==> src/rtl/alsu_pipe.sv <==
// Two-stage pipelined ALSU: stage 1 captures a qualified issue, stage 2 computes the
// result and maintains the invalid-operation LED blinker and saturating error counter.
module alsu_pipe #(
    parameter int  WIDTH          = 3,
    parameter      INPUT_PRIORITY = "A",
    parameter bit  FULL_ADDER     = 1'b1,
    parameter int  LED_W          = 16,
    parameter int  BLINK_DIV      = 4,
    localparam int OUT_W          = 2 * WIDTH,
    localparam int SH_W           = $clog2(OUT_W)
) (
    input  logic                    clk,
    input  logic                    rst,
    input  logic                    in_valid,
    input  logic signed [WIDTH-1:0] A,
    input  logic signed [WIDTH-1:0] B,
    input  logic [2:0]              opcode,
    input  logic                    cin,
    input  logic                    serial_in,
    input  logic                    red_op_A,
    input  logic                    red_op_B,
    input  logic                    bypass_A,
    input  logic                    bypass_B,
    input  logic                    direction,
    input  logic [SH_W-1:0]         shamt,
    output logic                    out_valid,
    output logic signed [OUT_W-1:0] out,
    output logic [LED_W-1:0]        leds,
    output logic [7:0]              err_count
);

    localparam bit               PRI_B    = (INPUT_PRIORITY == "B");
    localparam int               DIV_W    = (BLINK_DIV > 1) ? $clog2(BLINK_DIV) : 1;
    localparam logic [DIV_W-1:0] DIV_LAST = DIV_W'(BLINK_DIV - 1);
    localparam int unsigned      OUT_WU   = OUT_W;

    typedef enum logic [2:0] {
        OP_OR     = 3'd0,
        OP_XOR    = 3'd1,
        OP_ADD    = 3'd2,
        OP_MULT   = 3'd3,
        OP_SHIFT  = 3'd4,
        OP_ROTATE = 3'd5,
        OP_RSV6   = 3'd6,
        OP_RSV7   = 3'd7
    } op_e;

    logic              s1_valid;
    logic [WIDTH-1:0]  s1_a, s1_b;
    op_e               s1_op;
    logic              s1_cin, s1_sin, s1_red_a, s1_red_b, s1_byp_a, s1_byp_b, s1_dir;
    logic [SH_W-1:0]   s1_shamt;

    always_ff @(posedge clk or negedge rst) begin
        if (!rst) begin
            s1_valid <= 1'b0;
            s1_a     <= '0;
            s1_b     <= '0;
            s1_op    <= OP_OR;
            s1_cin   <= 1'b0;
            s1_sin   <= 1'b0;
            s1_red_a <= 1'b0;
            s1_red_b <= 1'b0;
            s1_byp_a <= 1'b0;
            s1_byp_b <= 1'b0;
            s1_dir   <= 1'b0;
            s1_shamt <= '0;
        end else begin
            s1_valid <= in_valid;
            if (in_valid) begin
                s1_a     <= A;
                s1_b     <= B;
                s1_op    <= op_e'(opcode);
                s1_cin   <= cin;
                s1_sin   <= serial_in;
                s1_red_a <= red_op_A;
                s1_red_b <= red_op_B;
                s1_byp_a <= bypass_A;
                s1_byp_b <= bypass_B;
                s1_dir   <= direction;
                s1_shamt <= shamt;
            end
        end
    end

    logic [OUT_W-1:0]   a_ext, b_ext, fill, res;
    logic [2*OUT_W-1:0] wide;
    logic               res_invalid, pick_b, red_src_b, red_bit;
    int unsigned        sh_amt, rot_amt;

    always_comb begin
        a_ext       = {{WIDTH{s1_a[WIDTH-1]}}, s1_a};
        b_ext       = {{WIDTH{s1_b[WIDTH-1]}}, s1_b};
        fill        = {OUT_W{s1_sin}};
        sh_amt      = 32'(s1_shamt);
        rot_amt     = sh_amt % OUT_WU;
        wide        = '0;
        res         = '0;
        res_invalid = 1'b0;
        pick_b      = (s1_byp_a && s1_byp_b) ? PRI_B : s1_byp_b;
        red_src_b   = (s1_red_a && s1_red_b) ? PRI_B : s1_red_b;
        red_bit     = 1'b0;

        if (s1_byp_a || s1_byp_b) begin
            res = pick_b ? b_ext : a_ext;
        end else if (s1_op == OP_RSV6 || s1_op == OP_RSV7 ||
                     ((s1_red_a || s1_red_b) && !(s1_op == OP_OR || s1_op == OP_XOR))) begin
            res_invalid = 1'b1;
        end else begin
            case (s1_op)
                OP_OR, OP_XOR: begin
                    if (s1_red_a || s1_red_b) begin
                        if (s1_op == OP_OR) red_bit = red_src_b ? |s1_b : |s1_a;
                        else                red_bit = red_src_b ? ^s1_b : ^s1_a;
                        res = {{(OUT_W-1){1'b0}}, red_bit};
                    end else begin
                        res = (s1_op == OP_OR) ? (a_ext | b_ext) : (a_ext ^ b_ext);
                    end
                end
                OP_ADD:  res = a_ext + b_ext + {{(OUT_W-1){1'b0}}, (FULL_ADDER & s1_cin)};
                OP_MULT: res = a_ext * b_ext;
                OP_SHIFT: begin
                    // shifting through a fill-padded double-width word makes vacated bits serial_in
                    if (sh_amt >= OUT_WU) begin
                        res = fill;
                    end else if (s1_dir) begin
                        wide = {out, fill} << sh_amt;
                        res  = wide[2*OUT_W-1:OUT_W];
                    end else begin
                        wide = {fill, out} >> sh_amt;
                        res  = wide[OUT_W-1:0];
                    end
                end
                OP_ROTATE: begin
                    if (s1_dir) begin
                        wide = {out, out} << rot_amt;
                        res  = wide[2*OUT_W-1:OUT_W];
                    end else begin
                        wide = {out, out} >> rot_amt;
                        res  = wide[OUT_W-1:0];
                    end
                end
                default: res = '0;
            endcase
        end
    end

    logic             blinking;
    logic [DIV_W-1:0] div;

    always_ff @(posedge clk or negedge rst) begin
        if (!rst) begin
            out_valid <= 1'b0;
            out       <= '0;
            leds      <= '0;
            err_count <= '0;
            blinking  <= 1'b0;
            div       <= '0;
        end else begin
            out_valid <= s1_valid;
            if (s1_valid) begin
                out <= res;
                div <= '0;
                if (res_invalid) begin
                    if (err_count != 8'hFF) err_count <= err_count + 8'd1;
                    leds     <= '1;
                    blinking <= 1'b1;
                end else begin
                    leds     <= '0;
                    blinking <= 1'b0;
                end
            end else if (blinking) begin
                if (div == DIV_LAST) begin
                    div  <= '0;
                    leds <= ~leds;
                end else begin
                    div <= div + 1'b1;
                end
            end
        end
    end

endmodule
==> config.mk <==
export PLATFORM = sky130hd
export DESIGN_NAME = alsu_pipe
export DESIGN_NICKNAME = d
export VERILOG_FILES = /design/src/rtl/alsu_pipe.sv
export SDC_FILE = /design/constraint.sdc
export NUM_CORES = 1
export LEC_CHECK = 0
export BUFFER_PORTS_ARGS = -buffer_cell sky130_fd_sc_hd__buf_2
export CORE_AREA = 2 2 86 88
export DETAILED_ROUTE_END_ITERATION = 12
export DIE_AREA = 0 0 88 90
export PLACE_DENSITY_LB_ADDON = 0.1
export SLEW_MARGIN = 20
export SYNTH_ARGS = -nofsm -noshare
export SYNTH_HDL_FRONTEND = slang
export SYNTH_SLANG_ARGS = --single-unit
==> constraint.sdc <==
create_clock -name clk -period 5.6 [get_ports clk]
set_input_delay 1.12 -clock clk [delete_from_list [all_inputs] [get_ports clk]]
set_output_delay 1.12 -clock clk [all_outputs]
set_load 0.005 [all_outputs]
==> reports/results.txt, run 1 <==
Status: finished, final reports clean
Buf/Inv on CP: 2
Setup Buffers After CTS: 0
Diodes inserted: 0
Final routed DRC violation total: 0
Synthesized area per cell: 9.61 µm²
Final period utilization: 55.0%
CP Launch Type: register
Die Span Y: 90 µm
FF-to-FF path depth: 12
RR Endpoint: out[5]$_DFFE_PN0P_
Crit-path max cell delay: 0.53 ns
Reg2reg start: s1_a[2]$_DFFE_PN0P_
Fillcell total: 611
Port bufs: 52
IO Pins: 53
Dominant cell type by area after synthesis: dfrtp_1
Post-route insts no fill: 538
Rel. slew slack: 35.3%
Clock Skew: 0.00842 ns
Max Clk Rate: 325 MHz
Fin crit period: 3.08 ns
Initial DRC count: 230
Rows: 31
Fin. max-slew vios: 0
Number of max-cap violations: 0
Chip width: 88 µm
Post-detail-place hpwl: 6280 µm
Max Root-Sink Buffers: 2
CTS H-tree lvls: 2
Synth-to-Final Area Change: 7.00%
Leak Pwr: 1.97 nW
Gpl congestion: 0.927
Synth top area share: 33.9%
Layout cell share with drive strength beyond 1: 21.4%
Placed cell areas: 4180 µm²
Cts hold-fix bufs: 0
Worst Hold Class: register to register
Worst vdd ir: 0.221 mV
Vias per cell: 6.03
Worst Hold Depth: 1
Final instance area: 4270 µm²
Pre-antenna DRT Iters: 5
Vias in the first global route: 3110
Power Dens Cells: 264 nW/µm²
CORE AREA: 7020 µm²
DR vias: 3244
Final Setup Violations: 0
CP top delay family: adder cells
Warnings from Yosys: 0
Worst Hold Launch: err_count[6]$_DFFE_PN0P_
Main flop type after synthesis: dfrtp_1
Flop2flop setup slack: 2.52 ns
CTS buffer count: 5
Crit Path Max Fanout: 8
Worst-Margin Slew: 0.971 ns
Antenna viol nets, final: 0
Core Util, Final: 60.8%
Largest net degree at the start of global routing: 55
Pre-CTS setup slack: 2.51 ns
Worst setup path class: register to register
Gate Count Post-Synth: 415
Total grt overflow: 0
Wire per inst: 16.9 µm
Crit path required time: 5.82 ns
Nets: 483
CTS tree: yes
Initial antenna violation count: 0
Main area contributors after synthesis: dfrtp_1, ha_1, mux2_2
Total negative slack: 0 ns
Total global-route track usage: 24.5%
CP endpoint kind: register
Asr flop ratio synth: 100%
Final Power: 1.12 mW
First-pass GRT wire length: 15700 µm
Die Area: 7920 µm²
Slowest-stage cell, CP: fa_1
Critical path cell sequence: nand2_1 -> fa_1 -> fa_1 -> inv_1 -> ha_1 -> inv_1 -> fa_1 -> xnor3_1 -> xor2_1 -> a21oi_1 -> nor4_1 -> nor3_1
Most used cell, CP: fa_1
Crit path DAT: 3.30 ns
Initial Util: 56.8%
#FFs+latches synth: 54
Fin. Hold Viols: 0
Final worst slack: 2.52 ns
CTS root buf: clkbuf_8
Placed Cells: 530
Syn Std Cell Area: 3990 µm²
Count leader, synth: dfrtp_1
Resize count post-CTS: 0
Netlist cell types: 63
Synth cell count leaders: dfrtp_1, nand2_1, inv_1, nor2_1, a21oi_1
WHS: 0.510 ns
RSZ-0062 raised after global routing: false
Total length of routed wires: 9080 µm
Clk_lat worst skew: 0.30 ns
Hold endpoint: err_count[6]$_DFFE_PN0P_
Clock transition at path regs: 0.10 ns
Net count after synthesis: 460
Sequential area share after synthesis: 33.9%
CTS Sinks: 54
Post-synth EDFFs: 0
[report_power, final]
group	leakage, nW	internal, mW	total, mW	switching, mW
Combinational	1.26	0.189	0.374	0.185
Sequential	0.669	0.437	0.525	0.0884
Clock	0.0458	0.0912	0.225	0.134
Total	1.97	0.717	1.12	0.408
[logic make-up (layout without fill, tap and decap cells)]
family                     after synthesis  after routing  synth area share (%)
adders and majority gates               23             23                  8.54
xor gates and xnor gates                11             11                  2.76
muxes                                   43             43                  14.5
AOI/OAI and AO/OA                      111            111                  19.6
and+or+nand+nor                        106            106                  12.5
DFF                                     54             54                  33.9
buffers and inverters                   67             91                  8.25
[placed cells by master (no fill, tap or decap), types with 4 or more instances in the layout]
| cell | n |
|---|---|
| a211oi_1 | 5 |
| a21oi_1 | 23 |
| a31oi_1 | 5 |
| buf_2 | 52 |
| buf_4 | 4 |
| clkbuf_8 | 5 |
| dfrtp_1 | 54 |
| fa_1 | 7 |
| ha_1 | 16 |
| inv_1 | 26 |
| mux2_2 | 17 |
| mux2i_1 | 16 |
| mux4_2 | 7 |
| nand2_1 | 39 |
| nand3_1 | 7 |
| nand4_1 | 5 |
| nor2_1 | 26 |
| nor2b_1 | 5 |
| nor3_1 | 5 |
| o211ai_1 | 4 |
| o21ai_0 | 20 |
| o22a_1 | 16 |
| o22ai_1 | 4 |
| xnor2_1 | 7 |
[state kept, by name, indices dropped and copies added, names as in the netlist, 2 cells and up]
| register | flops |
|---|---|
| leds | 16 |
| err_count | 8 |
| out | 6 |
| s1_a | 3 |
| s1_b | 3 |
| s1_op | 3 |
| s1_shamt | 3 |
| div | 2 |
[worst register-to-register path: stages (launching register included)]
cell,delay [ns]
dfrtp_1,0.48
nand2_1,0.19
fa_1,0.53
fa_1,0.40
inv_1,0.06
ha_1,0.13
inv_1,0.05
fa_1,0.37
xnor3_1,0.20
xor2_1,0.17
a21oi_1,0.16
nor4_1,0.06
nor3_1,0.19
[worst max-delay path by stage]
stage / from / slack, ns / endpoint / cells past startpoint
6_report: s1_a[2]$_DFFE_PN0P_ / 2.52 / out[5]$_DFFE_PN0P_ / 12
4_1_cts: s1_a[2]$_DFFE_PN0P_ / 2.50 / out[5]$_DFFE_PN0P_ / 12
5_1_grt: s1_a[0]$_DFFE_PN0P_ / 2.22 / out[5]$_DFFE_PN0P_ / 13
3_5_place_dp: s1_a[2]$_DFFE_PN0P_ / 2.51 / out[5]$_DFFE_PN0P_ / 12
3_3_place_gp: s1_a[0]$_DFFE_PN0P_ / 2.63 / out[5]$_DFFE_PN0P_ / 13
2_1_floorplan: s1_a[2]$_DFFE_PN0P_ / 2.63 / out[5]$_DFFE_PN0P_ / 13
[area by class of cell]
type	instances	area [µm²]	area share [%]
Clock buffer	6	72.6	1.70
Clock inverter	2	17.5	0.411
Multi-Input combinational cell	294	2310	54.1
Timing Repair Buffer	56	290	6.81
Inverter	27	104	2.43
Sequential cell	54	1350	31.7
Tap cell	99	124	2.90
[metal layers]
| metal | global-route usage [%] | vias up | wire length [µm] |
|---|---|---|---|
| li1 | - | 1542 | - |
| met1 | 37.8 | 1582 | 4090 |
| met2 | 35.5 | 108 | 4260 |
| met3 | 4.22 | 12 | 581 |
| met4 | 6.41 | 0 | 152 |
| met5 | 0 | - | 0 |
No activity file was read; power rests on OpenSTA's default activity.
==> inputs of run 2 (changes only) <==
clock period = 2.9 ns   (was 5.6 ns; I/O delays follow)
==> reports/results.txt, run 2 (same netlist as run 1, synthesis figures left out) <==
Status: finished, final reports clean
Crit-path max cell delay: 0.43 ns
First-pass GRT wire length: 15900 µm
Antenna viol nets, final: 0
Crit path DAT: 3.06 ns
Total global-route track usage: 25.1%
Final Setup Violations: 0
CTS Sinks: 54
Diodes inserted: 0
Clk_lat worst skew: 0.31 ns
Core Util, Final: 62.6%
Top Registers: leds x16, err_count x8, out x6
Crit path required time: 3.10 ns
Most used cell, CP: inv_2
Gpl congestion: 0.938
Chip width: 88 µm
Layout cell share with drive strength beyond 1: 25.7%
Pre-CTS setup slack: -0.140 ns
Commonest non-fill, non-tap cell in the layout: dfrtp_1
Worst-Margin Slew: 0.843 ns
Crit Path Max Fanout: 2
Flop2flop setup slack: 0.04 ns
DR vias: 3315
Die Area: 7920 µm²
Leak Pwr: 2.04 nW
IO Pins: 53
CTS H-tree lvls: 2
Nets: 496
Largest register FFs: 16
Power Dens Cells: 513 nW/µm²
Synth-to-Final Area Change: 10.2%
Rel. slew slack: 43.8%
Post-detail-place hpwl: 6590 µm
Initial DRC count: 237
Max Clk Rate: 349 MHz
Final worst slack: 0.0350 ns
CTS tree: yes
Worst vdd ir: 0.351 mV
Clock Skew: 0.00920 ns
Fin crit period: 2.86 ns
Clock transition at path regs: 0.11 ns
Vias per cell: 6.02
Largest Register: leds
CTS root buf: clkbuf_8
Pre-antenna DRT Iters: 4
Wire per inst: 17.1 µm
Max Root-Sink Buffers: 2
CTS buffer count: 5
Total length of routed wires: 9410 µm
Initial Util: 56.8%
Number of max-cap violations: 0
CP endpoint kind: register
Fin. max-slew vios: 0
Slowest-stage cell, CP: fa_1
Total grt overflow: 0
CP Launch Type: register
Die Span Y: 90 µm
Fillcell total: 620
Initial antenna violation count: 0
Final routed DRC violation total: 0
Vias in the first global route: 3279
Worst setup path class: register to register
Critical path cell sequence: ha_2 -> inv_2 -> fa_1 -> fa_2 -> inv_2 -> ha_1 -> inv_2 -> fa_2 -> xnor3_1 -> xor2_1 -> a21oi_2 -> nor4_2 -> nor3_1
Largest net degree at the start of global routing: 55
Worst Hold Class: primary input to async pin
RSZ-0062 raised after global routing: true
Port bufs: 52
CORE AREA: 7020 µm²
Fin. Hold Viols: 0
Rows: 31
Final period utilization: 98.8%
Commonest non-fill, non-tap cells in the layout: dfrtp_1, buf_2, nand2_1
==> run 2: cell types whose count changed in the layout (fill, tap and decap cells not counted), sizes merged <==
cell	delta
buf	+13
clkinv	-1
inv	+1
==> run 2: what timing repair did <==
action,4_1_cts,5_1_grt
setup endpoints to repair,1,1
buffers inserted,0,0
pin swaps,2,0
gates resized for setup,4,4
hold buffers,0,0
==> run 2: final cells by class <==
cell class                 instances  area, µm²  share of cell area [%]
tap                               99        124                    2.82
inverter                          27        104                    2.36
clock buffer                       6       82.6                    1.88
clock inverter                     2       20.0                   0.456
timing repair buffer              69        388                    8.83
sequential                        54       1350                    30.8
multi-input combinational        294       2320                    52.9
==> run 2: routing by layer <==
| layer | wire length (µm) | vias to the layer above | GRT usage (%) |
|---|---|---|---|
| met3 | 542 | 12 | 3.76 |
| met5 | 0 | - | 0 |
| li1 | - | 1568 | - |
| met4 | 128 | 0 | 6.15 |
| met2 | 4410 | 120 | 38.2 |
| met1 | 4330 | 1615 | 37.7 |
==> run 2: metrics by stage <==
stage / setup TNS [ns] / instance area, µm² / hold slack, ns / std cells / total power [mW]
final: 0 / 4390 / 0.369 / 551 / 2.26
after global routing: -0.140 / 4390 / 0.439 / 551 / 2.40
after CTS: 0 / 4390 / 0.397 / 551 / 2.26
after detailed placement: -0.140 / 4270 / 0.484 / 543 / 1.77
after global placement: 0 / 4270 / 0.480 / 543 / 1.75
after floorplan: 0 / 3990 / 0.284 / 415 / 1.54
==> run 2: worst paths after layout <==
| kind | startpoint | end | cells past startpoint |
|---|---|---|---|
| setup / recovery | s1_a[1]$_DFFE_PN0P_ | out[5]$_DFFE_PN0P_ | 13 |
| hold reg to reg | err_count[6]$_DFFE_PN0P_ | err_count[6]$_DFFE_PN0P_ | 1 |
| min in group clk | B[2] | s1_b[2]$_DFFE_PN0P_ | 3 |
| max in group asynchronous | rst | out[2]$_DFFE_PN0P_ | 2 |
| setup reg to reg | s1_a[1]$_DFFE_PN0P_ | out[5]$_DFFE_PN0P_ | 13 |
| hold / removal | rst | err_count[0]$_DFFE_PN0P_ | 2 |
==> run 2: worst max-delay path: cells and delay by family, from the launching register on <==
family | cells | cell delay (ns)
buffers and inverters | 3 | 0.14
DFF | 1 | 0.40
adders and majority gates | 5 | 1.46
AOI/OAI and AO/OA | 1 | 0.08
xor gates and xnor gates | 2 | 0.40
and+or+nand+nor | 2 | 0.28
==> run 2: power by group <==
part	switching, mW	internal, mW
clock network	0.276	0.204
logic	0.375	0.389
registers	0.169	0.843
==> inputs of run 3 (changes only) <==
ABC_AREA = 1   (was not set)
CORE_AREA = 2 2 84 86   (was 2 2 86 88)
DIE_AREA = 0 0 86 88   (was 0 0 88 90)
==> reports/results.txt, run 3 <==
Status: finished, final reports clean
DR vias: 3613
Main flop type after synthesis: dfrtp_1
Fin. max-slew vios: 0
Post-route insts no fill: 650
Chip width: 86 µm
Pre-antenna DRT Iters: 5
Post-synth EDFFs: 0
Final worst slack: 0.0609 ns
Diodes inserted: 0
Cts hold-fix bufs: 0
Placed cell areas: 4120 µm²
Top layer in use: met4
Power Dens Cells: 528 nW/µm²
Die Area: 7570 µm²
Clk_lat worst skew: 0.31 ns
Worst-Margin Slew: 0.763 ns
Worst setup path class: register to register
Post-detail-place hpwl: 6760 µm
Largest net degree at the start of global routing: 55
M1 WL: 3990 µm
Gate Count Post-Synth: 513
Layout cell share with drive strength beyond 1: 17.4%
Crit Path Max Fanout: 2
CORE AREA: 6640 µm²
Crit path DAT: 3.04 ns
Main area contributors after synthesis: dfrtp_1, nand2_1, o21ai_0
Reg2reg start: s1_a[1]$_DFFE_PN0P_
Worst vdd ir: 0.311 mV
Netlist cell types: 36
Rel. slew slack: 48.7%
CTS root buf: clkbuf_8
Die Span Y: 88 µm
Number of max-cap violations: 0
Syn Std Cell Area: 3760 µm²
Fin crit period: 2.84 ns
Dominant cell type by area after synthesis: dfrtp_1
CTS buffer count: 5
Total grt overflow: 0
Total global-route track usage: 25.4%
First-pass GRT wire length: 15400 µm
Clock Skew: 0.0106 ns
Antenna viol nets, final: 0
Vias in the first global route: 3333
Leak Pwr: 2.22 nW
Warnings from Yosys: 0
Largest Register: leds
Initial DRC count: 312
Max Clk Rate: 352 MHz
Port bufs: 52
Vias per cell: 5.56
#FFs+latches synth: 54
Final period utilization: 97.9%
Fin. Hold Viols: 0
Crit path required time: 3.10 ns
Nets: 614
Largest register FFs: 16
Worst setup path start: s1_a[1]$_DFFE_PN0P_
CTS tree: yes
Max Root-Sink Buffers: 2
Synth-to-Final Area Change: 13.0%
Commonest non-fill, non-tap cells in the layout: nand2_1, inv_1, dfrtp_1
Core Util, Final: 64.0%
IO Pins: 53
Wire per inst: 14.1 µm
Synth cell count leaders: nand2_1, inv_1, dfrtp_1, o21ai_0, nand3_1
Total length of routed wires: 9150 µm
Commonest non-fill, non-tap cell in the layout: nand2_1
Worst Hold Class: primary input to async pin
Met3 wire length: 672 µm
Clock transition at path regs: 0.10 ns
Final instance area: 4250 µm²
CP endpoint kind: register
Pre-CTS setup slack: -0.138 ns
Initial antenna violation count: 0
Rows: 30
Count leader, synth: nand2_1
Met2 WL: 4280 µm
Flop2flop setup slack: 0.06 ns
Synthesized area per cell: 7.33 µm²
Placed Cells: 641
Sequential area share after synthesis: 35.9%
CP Launch Type: register
Gpl congestion: 0.948
Synth top area share: 35.9%
CTS Sinks: 54
CTS H-tree lvls: 2
Final Setup Violations: 0
Asr flop ratio synth: 100%
RSZ-0062 raised after global routing: true
Net count after synthesis: 558
Top Registers: leds x16, err_count x8, out x6
Initial Util: 56.6%
Final routed DRC violation total: 0
[run 3: cell count changes after synthesis, sizes merged, moves of 10 or more]
cell,delta
mux2i,-16
inv,+36
clkbuf,-11
mux2,-14
o22a,-16
o21a,+14
buf,-14
nor2,+10
o21ai,+28
nand3,+33
nand2,+112
[run 3: per-stage QoR]
stage	setup TNS, ns	hold WS (ns)	total power, mW
2_1_floorplan	0	0.284	1.47
3_3_place_gp	0	0.465	1.70
3_5_place_dp	-0.138	0.475	1.72
4_1_cts	0	0.401	2.25
5_1_grt	-0.103	0.445	2.40
6_report	0	0.387	2.24
[run 3: path summary, 6_finish.rpt]
check | to | cells after the start
max in group asynchronous | leds[8]$_DFFE_PN0P_ | 2
hold / removal | leds[12]$_DFFE_PN0P_ | 2
hold reg to reg | err_count[7]$_DFFE_PN0P_ | 1
setup / recovery | out[5]$_DFFE_PN0P_ | 18
setup reg to reg | out[5]$_DFFE_PN0P_ | 18
min in group clk | s1_shamt[1]$_DFFE_PN0P_ | 3
[run 3: cells by family (layout without fill, tap and decap cells)]
group,after synthesis,after routing,synth area share [%]
and+or+nand+nor,239,239,26.8
AOI/OAI and AO/OA,107,107,16.4
buffers and inverters,78,135,8.78
DFF,54,54,35.9
adders and majority gates,23,23,9.05
xor gates and xnor gates,8,8,1.86
muxes,4,4,1.20
[run 3: cell type report]
type,instances,area (µm²)
Timing Repair Buffer,64,350
Fill cell,601,2390
Inverter,63,246
Clock buffer,6,72.6
Sequential cell,54,1350
Multi-Input combinational cell,381,2090
Tap cell,80,100
Clock inverter,2,37.5
[run 3: repair_timing]
item | 4_1_cts | 5_1_grt
setup buffers | 1 | 0
gates resized for setup | 5 | 3
gates cloned | 0 | 0
pin swaps | 6 | 4
hold endpoints to repair | 0 | 0
endpoints found under the setup margin | 1 | 1
[run 3: metal layers]
layer / GRT usage (%) / vias up
met3: 4.81 / 22
li1: - / 1789
met5: 0 / -
met4: 8.95 / 0
met2: 40.2 / 159
met1: 35.0 / 1643
[run 3: worst max-delay path, cell delays in order (launching register included)]
cell	delay, ns
dfrtp_1	0.40
buf_4	0.14
inv_2	0.05
nand2_1	0.06
fa_1	0.48
inv_1	0.05
ha_1	0.27
ha_1	0.14
inv_1	0.05
fa_2	0.33
nand3b_1	0.19
nand3_1	0.10
nand2_1	0.06
nand2_1	0.06
nand2_1	0.05
nor2_1	0.10
nand2_1	0.08
nand2_2	0.06
a21oi_2	0.05
[run 3: where the power goes]
group / internal, mW / leakage (nW) / total [mW] / switching, mW
logic: 0.305 / 1.51 / 0.762 / 0.457
registers: 0.851 / 0.657 / 0.962 / 0.111
clock network: 0.258 / 0.0514 / 0.520 / 0.262
total: 1.41 / 2.22 / 2.24 / 0.830
